[src/rtl/keypad_scanner_if.sv]
// Keypad pin and decoded-key bundle between the scanner, the keypad pins and the game FSM.
// No latency of its own; plain wires.
// No backpressure: decode_valid is a one-cycle strobe the consumer must take when it fires.
interface keypad_scanner_if;
    logic [3:0] row;
    logic [3:0] col;
    logic [3:0] decode;
    logic       decode_valid;
    logic       pressed;

    // Scanner side: samples rows, drives columns and the decoded key.
    modport master (
        input  row,
        output col, decode, decode_valid, pressed
    );

    // Keypad/consumer side.
    modport slave (
        output row,
        input  col, decode, decode_valid, pressed
    );
endinterface

[src/rtl/keypad_scanner.sv]
// 4x4 keypad scanner: column sequencer, frame accumulation, frame debounce, one strobe per accepted key.
// Latency: key accepted after DEBOUNCE identical frames of 4*SCAN_DIV cycles each, plus sync and output register.
// No backpressure; KEYPAD_MULTI_REJECT_EN turns frames with 2+ low samples into "no key" (ghost rejection).
module keypad_scanner #(
    parameter int unsigned SCAN_DIV = 1000,
    parameter int unsigned DEBOUNCE = 4
) (
    input  logic              clk,
    input  logic              rst,
    keypad_scanner_if.master  kp
);
    localparam int unsigned DIV_W = $clog2(SCAN_DIV);
    localparam int unsigned CNT_W = $clog2(DEBOUNCE + 1);

    // Frame result kinds; MULTI only lives inside the per-frame accumulator.
    localparam logic [1:0] KIND_NONE  = 2'd0;
    localparam logic [1:0] KIND_KEY   = 2'd1;
`ifdef KEYPAD_MULTI_REJECT_EN
    localparam logic [1:0] KIND_MULTI = 2'd2;
`endif

    logic [3:0]       row_s1_q, row_s1_d, row_s2_q, row_s2_d;
    logic [DIV_W-1:0] div_q, div_d;
    logic [1:0]       col_idx_q, col_idx_d;
    logic [3:0]       col_q, col_d;
    logic [1:0]       acc_kind_q, acc_kind_d;
    logic [3:0]       acc_code_q, acc_code_d;
    logic [1:0]       cand_kind_q, cand_kind_d;
    logic [3:0]       cand_code_q, cand_code_d;
    logic [CNT_W-1:0] cnt_q, cnt_d;
    logic [1:0]       stable_kind_q, stable_kind_d;
    logic [3:0]       stable_code_q, stable_code_d;
    logic [3:0]       decode_q, decode_d;
    logic             decode_valid_q, decode_valid_d;
    logic             pressed_q, pressed_d;

    logic             last_cnt;
    logic [3:0]       low;
    logic [2:0]       n_low;
    logic [1:0]       first_r;
    logic [3:0]       samp_code;
    logic [1:0]       acc_kind_m, res_kind;
    logic [3:0]       acc_code_m, res_code;

    // Pmod KYPD key map: row r, column c to game code.
    function automatic logic [3:0] key_code(input logic [1:0] r, input logic [1:0] c);
        logic [3:0] code;
        case ({r, c})
            4'h0: code = 4'h1;  4'h1: code = 4'h2;  4'h2: code = 4'h3;  4'h3: code = 4'hA;
            4'h4: code = 4'h4;  4'h5: code = 4'h5;  4'h6: code = 4'h6;  4'h7: code = 4'hB;
            4'h8: code = 4'h7;  4'h9: code = 4'h8;  4'hA: code = 4'h9;  4'hB: code = 4'hC;
            4'hC: code = 4'h0;  4'hD: code = 4'hF;  4'hE: code = 4'hE;  default: code = 4'hD;
        endcase
        return code;
    endfunction

    // Next-state logic: sync, sequencer, per-column sampling, end-of-frame debounce and output update.
    always_comb begin
        row_s1_d       = kp.row;
        row_s2_d       = row_s1_q;
        div_d          = div_q;
        col_idx_d      = col_idx_q;
        col_d          = col_q;
        acc_kind_d     = acc_kind_q;
        acc_code_d     = acc_code_q;
        cand_kind_d    = cand_kind_q;
        cand_code_d    = cand_code_q;
        cnt_d          = cnt_q;
        stable_kind_d  = stable_kind_q;
        stable_code_d  = stable_code_q;
        decode_d       = decode_q;
        decode_valid_d = 1'b0;
        pressed_d      = pressed_q;
        acc_kind_m     = acc_kind_q;
        acc_code_m     = acc_code_q;
        res_kind       = KIND_NONE;
        res_code       = 4'h0;

        last_cnt = (div_q == DIV_W'(SCAN_DIV - 1));
        low      = ~row_s2_q;
        n_low    = 3'd0;
        first_r  = 2'd0;
        // Lowest-numbered low row wins so scan order is row 0 first.
        for (int i = 3; i >= 0; i--) begin
            n_low = n_low + {2'b00, low[i]};
            if (low[i]) first_r = 2'(i);
        end
        samp_code = key_code(first_r, col_idx_q);

        if (last_cnt) begin
            div_d     = '0;
            col_idx_d = col_idx_q + 2'd1;
            col_d     = {col_q[2:0], col_q[3]};

`ifdef KEYPAD_MULTI_REJECT_EN
            // Any second low sample in the frame poisons it.
            if (n_low != 3'd0) begin
                if (acc_kind_q == KIND_NONE && n_low == 3'd1) begin
                    acc_kind_m = KIND_KEY;
                    acc_code_m = samp_code;
                end else begin
                    acc_kind_m = KIND_MULTI;
                end
            end
`else
            // First key seen in scan order owns the frame.
            if (n_low != 3'd0 && acc_kind_q == KIND_NONE) begin
                acc_kind_m = KIND_KEY;
                acc_code_m = samp_code;
            end
`endif

            if (col_idx_q == 2'd3) begin
                // MULTI collapses to NONE here, so cand/stable only ever hold NONE or KEY.
                if (acc_kind_m == KIND_KEY) begin
                    res_kind = KIND_KEY;
                    res_code = acc_code_m;
                end
                acc_kind_d = KIND_NONE;
                acc_code_d = 4'h0;

                if ({res_kind, res_code} == {cand_kind_q, cand_code_q}) begin
                    if (cnt_q != CNT_W'(DEBOUNCE)) cnt_d = cnt_q + CNT_W'(1);
                end else begin
                    cand_kind_d = res_kind;
                    cand_code_d = res_code;
                    cnt_d       = CNT_W'(1);
                end

                if (cnt_d == CNT_W'(DEBOUNCE) &&
                    {cand_kind_d, cand_code_d} != {stable_kind_q, stable_code_q}) begin
                    stable_kind_d = cand_kind_d;
                    stable_code_d = cand_code_d;
                    pressed_d     = (cand_kind_d == KIND_KEY);
                    if (cand_kind_d == KIND_KEY) begin
                        decode_d       = cand_code_d;
                        decode_valid_d = 1'b1;
                    end
                end
            end else begin
                acc_kind_d = acc_kind_m;
                acc_code_d = acc_code_m;
            end
        end else begin
            div_d = div_q + DIV_W'(1);
        end
    end

    // State registers with synchronous reset.
    always_ff @(posedge clk) begin
        if (rst) begin
            row_s1_q       <= 4'hF;
            row_s2_q       <= 4'hF;
            div_q          <= '0;
            col_idx_q      <= 2'd0;
            col_q          <= 4'b1110;
            acc_kind_q     <= KIND_NONE;
            acc_code_q     <= 4'h0;
            cand_kind_q    <= KIND_NONE;
            cand_code_q    <= 4'h0;
            cnt_q          <= '0;
            stable_kind_q  <= KIND_NONE;
            stable_code_q  <= 4'h0;
            decode_q       <= 4'h0;
            decode_valid_q <= 1'b0;
            pressed_q      <= 1'b0;
        end else begin
            row_s1_q       <= row_s1_d;
            row_s2_q       <= row_s2_d;
            div_q          <= div_d;
            col_idx_q      <= col_idx_d;
            col_q          <= col_d;
            acc_kind_q     <= acc_kind_d;
            acc_code_q     <= acc_code_d;
            cand_kind_q    <= cand_kind_d;
            cand_code_q    <= cand_code_d;
            cnt_q          <= cnt_d;
            stable_kind_q  <= stable_kind_d;
            stable_code_q  <= stable_code_d;
            decode_q       <= decode_d;
            decode_valid_q <= decode_valid_d;
            pressed_q      <= pressed_d;
        end
    end

    assign kp.col          = col_q;
    assign kp.decode       = decode_q;
    assign kp.decode_valid = decode_valid_q;
    assign kp.pressed      = pressed_q;
endmodule

[src/flat_wrapper.sv]
// flat-port wrapper written by rule: the top's interface ports become plain ports
module keypad_scanner_flat 
#(
    parameter int unsigned SCAN_DIV = 1000,
    parameter int unsigned DEBOUNCE = 4
)
  (clk, rst, kp_row, kp_col, kp_decode, kp_decode_valid, kp_pressed);
  keypad_scanner_if kp_i ();
  input  logic clk;
  input  logic rst;
  input wire logic [$bits(kp_i.row)-1:0] kp_row;
  output wire logic [$bits(kp_i.col)-1:0] kp_col;
  output wire logic [$bits(kp_i.decode)-1:0] kp_decode;
  output wire logic [$bits(kp_i.decode_valid)-1:0] kp_decode_valid;
  output wire logic [$bits(kp_i.pressed)-1:0] kp_pressed;
  assign kp_i.row = kp_row;
  assign kp_col = kp_i.col;
  assign kp_decode = kp_i.decode;
  assign kp_decode_valid = kp_i.decode_valid;
  assign kp_pressed = kp_i.pressed;
  keypad_scanner #(.SCAN_DIV(SCAN_DIV), .DEBOUNCE(DEBOUNCE)) u_core (.clk(clk), .rst(rst), .kp(kp_i));
endmodule
[config.mk]
export PLATFORM = sky130hd
export DESIGN_NAME = keypad_scanner_flat
export DESIGN_NICKNAME = d
export VERILOG_FILES = /design/src/rtl/keypad_scanner_if.sv /design/src/rtl/keypad_scanner.sv /design/src/flat_wrapper.sv
export SDC_FILE = /design/constraint.sdc
export NUM_CORES = 1
export LEC_CHECK = 0
export CAP_MARGIN = 20
export CORE_MARGIN = 4
export CORE_UTILIZATION = 53
export DETAILED_ROUTE_END_ITERATION = 6
export PLACE_DENSITY = 0.86
export SETUP_SLACK_MARGIN = 0.4
export SLEW_MARGIN = 0
export SYNTH_ARGS = -nofsm -noshare
export SYNTH_HDL_FRONTEND = slang
export SYNTH_SLANG_ARGS = --single-unit
[constraint.sdc]
create_clock -name clk -period 3.05 [get_ports clk]
set_clock_uncertainty 0.1 [all_clocks]
set_input_delay 0.305 -clock clk [delete_from_list [all_inputs] [get_ports clk]]
set_output_delay 0.305 -clock clk [all_outputs]
set_load 0.01 [all_outputs]
; ---- Word-level counts from Yosys, hierarchy flattened
; Memory sizes are Yosys's and may differ from the RTL's.
; Cells that the tools add are included.
[op_classes]
addsub = 6
eq_ne = 8
n_mux = 26
n_bitwise = 4
n_reduce_logical = 9
[ops]
columns = cell, n
row1 = 4-bit two-way mux, 8
row2 = 2-bit two-way mux, 12
row3 = 3-bit two-way mux, 4
row4 = 10-bit by 1-bit adder with 10-bit output (second input constant), 1
row5 = 10-bit == test (second input constant), 1
row6 = 3-bit by 1-bit adder with 3-bit output, 2
row7 = 6-bit == test, 1
row8 = 6-bit inequality test, 1
row9 = 2-bit by 1-bit == test with 1-bit output (second input constant), 2
row10 = 4-bit NOT, 1
row11 = 4-bit AND reduction, 1
row12 = 4-bit OR reduction, 1
row13 = 3-bit by 1-bit adder with 3-bit output (second input constant), 1
row14 = 3-bit == test (second input constant), 1
row15 = 3-bit inequality test (second input constant), 1
row16 = 1-bit NOT, 3
row17 = 3-bit AND reduction, 1
row18 = 3-bit nonzero test, 1
row19 = 1-bit by 1-bit adder with 2-bit output, 1
row20 = 2-bit by 1-bit adder with 2-bit output (second input constant), 1
row21 = 2-bit == test (second input constant), 1
row22 = 1-bit logical AND, 2
row23 = 2-bit logical NOT, 1
row24 = 1-bit two-way mux, 2
row25 = 2 further kinds, 2
[totals]
ff_bits = 51
romBits = 64
input_bits = 6
out_inout_bits = 10
word_cells = 69
n_memories = 1
[memory_table]
columns = name, depth, word_bits, read_ports, rd_ports_with_merged_regs, write_ports, line_no
row1 = (no name shown), 16, 4, 1, 0, 0, keypad_scanner.sv:48  ; case ({r, c})

; ---- Logic depth before layout (Yosys ltp)
[logic_depth]
word_depth = 20
ltp_mapped = 13
depth_no_buf = 11

; ---- Worst setup path after synthesis
; No wires, ideal clock.
[synth_timing]
path_kind = register to register
from = register u_core.row_s2_q[2]
to = register u_core.stable_code_q[0]
setup_ns = 0.121
arrival_time_ns = 3.168
t_required_ns = 2.829
path_slack_ns = -0.340
stages_incl_launch_ff = 13
path_buffers = 1
synth_period_minus_slack_ns = 3.390
cell_sequence = dfxtp_1 > inv_1 > ha_1 > fa_1 > ha_1 > nor3_2 > nor2_4 > mux2i_2 > nor3_1 > nor3_4 > and3_1 > buf_6 > mux2_4
[synth_between]
elab_chain_len = 19
elab_cells_between_ends = 34
classes_between = 3 x add/sub / 4 x eq/ne / 21 x mux / 1 x bitwise / 4 x reduce/logical / 1 x memory
[synth_lines]
columns = item, line_no
row1 = from (decl), keypad_scanner.sv:22  ; logic [3:0] row_s1_q, row_s1_d, row_s2_q, row_s2_d;
row2 = from (signal assigned), keypad_scanner.sv:169  ; row_s2_q <= row_s2_d;
row3 = 4-bit NOT *, keypad_scanner.sv:80  ; low = ~row_s2_q;
row4 = 1-bit by 1-bit adder with 2-bit output, keypad_scanner.sv:85  ; n_low = n_low + {2'b00, low[i]};
row5 = 3-bit by 1-bit adder with 3-bit output (2 in a row), keypad_scanner.sv:85
row6 = 3-bit nonzero test, keypad_scanner.sv:107  ; if (n_low != 3'd0 && acc_kind_q == KIND_NONE) begin
row7 = 1-bit logical AND, keypad_scanner.sv:107
row8 = 2-bit two-way mux, keypad_scanner.sv:107
row9 = 2-bit two-way mux, keypad_scanner.sv:90  ; if (last_cnt) begin
row10 = 2-bit by 1-bit == test with 1-bit output, keypad_scanner.sv:115  ; if (acc_kind_m == KIND_KEY) begin
row11 = (+2 left out), --
row12 = 4-bit two-way mux or 2-bit two-way mux (tied branches), keypad_scanner.sv:90
row13 = 6-bit == test, keypad_scanner.sv:122  ; if ({res_kind, res_code} == {cand_kind_q, cand_code_q}) begin
row14 = "4-bit two-way mux, or another cell as far along", keypad_scanner.sv:122
row15 = "4-bit two-way mux, or another cell as far along", keypad_scanner.sv:113  ; if (col_idx_q == 2'd3) begin
row16 = "4-bit two-way mux, or another cell as far along", keypad_scanner.sv:90
row17 = 6-bit inequality test or 3-bit == test (tied branches), "keypad_scanner.sv:131, keypad_scanner.sv:130"
row18 = 1-bit logical AND, keypad_scanner.sv:130  ; if (cnt_d == CNT_W'(DEBOUNCE) &&
row19 = 3-bit AND reduction (no line), --
row20 = to (signal assigned), keypad_scanner.sv:179  ; stable_code_q <= stable_code_d;
row21 = to (decl), keypad_scanner.sv:32  ; logic [3:0] stable_code_q, stable_code_d;
; Every way passes the cells marked *; elsewhere a longest branch is shown, timed or not. The select of a mux whose other input is x is not followed.
; A chain may end at the register's enable or synchronous reset.

; ---- Worst setup path in the final report
[layout_timing]
from = register u_core.row_s2_q[2]
to = register u_core.stable_code_q[2]
; Same word-level chain as after synthesis.

==> flow_summary.rst <==
.. list-table::
   :header-rows: 1

   * - Metric
     - Value
   * - Actual transition at the worst max-transition pin
     - 0.621 ns
   * - Area Growth Syn to Fin
     - 28.4%
   * - Average cell area after synthesis
     - 8.60 sq um
   * - Final hold slack
     - 0.317 ns
   * - Violation count after the first detailed-routing iteration
     - 247
   * - Clk slew on worst S/H paths
     - ~0.10 ns
   * - CTS tree
     - yes
   * - Buffer cell driving the clock tree root
     - clkbuf_8
   * - Cell area after placement
     - 0.00316 sq mm
   * - Reg2reg start
     - u_core.row_s2_q[2]$_SDFF_PP1_
   * - Placed cell count
     - 414
   * - Routed wire length per instance
     - about 17 microns
   * - Net count after synthesis
     - ~340
   * - Data required time of the critical path
     - 3.16 ns
   * - Buffer levels on the longest clock path
     - 2
   * - Synth unique cells
     - 65
   * - Launch instance of the worst min-delay path
     - u_core.row_s1_q[1]$_SDFF_PP1_
   * - Routed Wire Length
     - 7170 microns
   * - Least setup slack across all paths after layout
     - -0.134 ns
   * - Setup repair after global routing missed its margin
     - true
   * - # setup viols final
     - 11
   * - Max_slew headroom
     - 0.585
   * - Violations in the final reports
     - negative setup slack
   * - Final Wtd Congestion
     - roughly 0.97
   * - TritonRoute pass-1 iters
     - 4
   * - Via count of the first global-routing pass
     - 2437
   * - Clock buffer count from CTS
     - 5
   * - Number of antenna violations at the first check in global routing
     - 0
   * - LEAKAGE
     - 1.32 nW
   * - Post-synthesis sequential area ratio
     - 0.371
   * - Number of levels the H-tree was split into
     - 2
   * - Aggregate global routing overflow
     - 0
   * - Aggregate global-route resource usage
     - 0.223
   * - Synth top area cells
     - dfxtp_1, nor2_1, ha_1
   * - Die ar.
     - 0.00641 sq mm
   * - Maximum ir drop on the vdd rail
     - around 0.34 mV
   * - Post-Synthesis Cells
     - 320
   * - Post-Route Setup TNS
     - -0.975 ns
   * - Post-synth top area cell
     - dfxtp_1
   * - Half-perimeter wire length after detailed placement
     - ~4800 microns
   * - Share of synthesized registers carrying an async set or reset
     - 0
   * - Most repeated cell in the gate-level netlist after synthesis
     - dfxtp_1
   * - Fraction of layout instances using a drive strength above 1
     - 0.278
   * - X dimension of the die
     - 80.1 microns
   * - Setup crit start kind
     - flip-flop
   * - Period Utilization, post-route
     - 1.04
   * - Number of hold violations in the final report
     - 0
   * - Data arrival, critical path
     - approximately 3.3 ns
   * - Status
     - finished, violations left
   * - Count of placed standard cells in the final layout, fillers left out
     - 430
   * - Layout Utilization
     - 0.724
   * - Global-route wire length before repair
     - ~11000 microns
   * - Clk sink count
     - between 50 and 60
   * - Count of hold-fix buffers inserted at cts
     - 0
   * - Count of synthesis-stage warnings from yosys
     - 0
   * - Via count of the routed design
     - roughly 2500
   * - I/O Buffers
     - 15
   * - Register bit total from synthesis
     - 51
   * - Number of fillers in the final layout
     - 368
   * - Critical Path End Type
     - flip-flop
   * - Largest fanout on the critical path
     - 5
   * - Row cnt
     - 25
   * - Final Max Slew Viols
     - 0
   * - Critical path class
     - reg -> reg
   * - Area of the core region
     - 0.00488 sq mm
   * - Top cell type's share of synthesized area
     - 0.371
   * - Min-delay worst type
     - reg -> reg
   * - Number of enable-type register cells in the synthesized netlist
     - 0
   * - Effective utilization at floorplan
     - 0.564
   * - Die height
     - 80.1 microns
   * - Critical path origin
     - u_core.row_s2_q[2]$_SDFF_PP1_
   * - Cell area power density
     - 390 mW/mm^2
   * - Clock latency on the worst-skew pair
     - 0.32 ns
   * - Fmax achieved
     - ~0.31 GHz
   * - Commonest cells in the synthesized netlist
     - dfxtp_1, nor2_1, nand2_1
   * - Post-Layout Inst Area
     - about 0.0035 sq mm
   * - Post-Syn Area
     - roughly 0.0028 sq mm
   * - # DRC
     - 0
   * - Number of routed nets with antenna violations
     - 0
   * - Ports placed on the boundary
     - 16
   * - Via density per instance
     - 5.83
   * - Most used flip-flop cell after synthesis
     - dfxtp_1
   * - Pin count of the biggest net entering global routing
     - 24
   * - Number of antenna diodes
     - 0
   * - Nets
     - 379
   * - Minimum period implied by the final worst setup slack
     - 3.18 ns
   * - Maximum capacitance violations
     - 0
[state kept, by name, indices dropped and copies added (netlist names), 4 cells and up]
register	flops
u_core.acc_code_q	4
u_core.cand_code_q	4
u_core.kp.col	4
u_core.kp.decode	4
u_core.row_s2_q	4
u_core.stable_code_q	4
u_core.div_q	10
u_core.row_s1_q	4
[metrics by stage]
stage	power (W)	setup slack, ns
final	0.00138	-0.134
after global routing	0.00143	-0.245
after CTS	0.00134	-0.168
after detailed placement	0.000916	-0.279
after global placement	0.000911	-0.172
after floorplan	0.000832	-0.234
[area by class of cell]
cell class / instances / area [sq um] / area share
Multi-Input combinational cell: 241 / 1860 / 0.526
Sequential cell: 51 / 1020 / 0.290
Timing Repair Buffer: 49 / 424 / 0.120
Tap cell: 67 / 83.8 / 0.0237
Clock buffer: 5 / 68.8 / 0.0195
Inverter: 14 / 52.6 / 0.0149
Clock inverter: 3 / 22.5 / 0.00637
[cells by family after synthesis]
family                   count (synthesis)  synth area share
AO/OA/AOI/OAI                           57             0.146
AND/OR/NAND/NOR                        151             0.300
flip-flops                              51             0.371
buffers and inverters                   28            0.0473
adder cells (fa/ha/maj)                 11            0.0528
XOR/XNOR                                 9            0.0287
multiplexers                            13            0.0546
[power breakdown]
group	switching, W	internal [W]	leakage [nW]
sequential	0.00000498	0.000674	0.413
clock	0.000244	0.000165	0.0485
combinational	0.000151	0.000140	0.863
total	0.000400	0.000979	1.32
[final timing paths]
check	cells after the start	to	slack (ns)
setup / recovery	12	u_core.stable_code_q[2]$_SDFFE_PP0P_	-0.13
hold / removal	1	u_core.row_s2_q[1]$_SDFF_PP1_	0.32
setup reg to reg	12	u_core.stable_code_q[2]$_SDFFE_PP0P_	-0.13
hold reg to reg	1	u_core.row_s2_q[1]$_SDFF_PP1_	0.32
[per-layer routing]
layer	vias to the layer above	GRT usage	wire (microns)
li1	1216	-	-
met2	64	0.391	3700
met1	1218	0.269	3010
met3	9	0.0437	355
met5	-	0	0
met4	0	0.0811	104
[worst max-delay path: stages, from the launching register on]
cell       delay [ns]
dfxtp_2          0.35
inv_2            0.04
ha_4             0.23
fa_2             0.36
ha_4             0.31
nor4_4           0.04
buf_4            0.17
or4b_4           0.49
a31oi_4          0.18
a2111oi_4        0.05
nand4_1          0.20
and3_4           0.25
mux2_4           0.30
[cells in the final DEF, fill, tap and decap left out, types with 2 or more instances in the layout]
cell type        count
nand3b_1             5
nand3_1              6
clkdlybuf4s50_1     15
dfxtp_2              2
clkbuf_8             5
or2_2                9
nor3b_1              2
or4_1                2
inv_1               12
nor3_4               5
nand4_1              3
mux2i_1              4
a211oi_1             3
nand2b_1             9
nor4_4               2
nand4b_1             2
nor2b_1              5
buf_4               29
mux2_4               6
nand2_1             30
a21o_1               2
a21oi_2              2
inv_2                2
nor4_2               2
ha_4                 2
a22oi_1              3
o21ai_0              6
xnor2_1              6
a21oi_1             15
nor3_1               9
nor2_1              37
buf_6                5
xor2_1               3
a32oi_1              2
and3_1               7
ha_1                 8
dfxtp_1             49
o22ai_2              2
[what timing repair did]
action,4_1_cts,5_1_grt
cloned,0,0
gates resized for setup,19,22
buffers inserted,4,4
pin swaps,17,10
endpoints found under the setup margin,18,19
(Power assumes the default switching activity.)
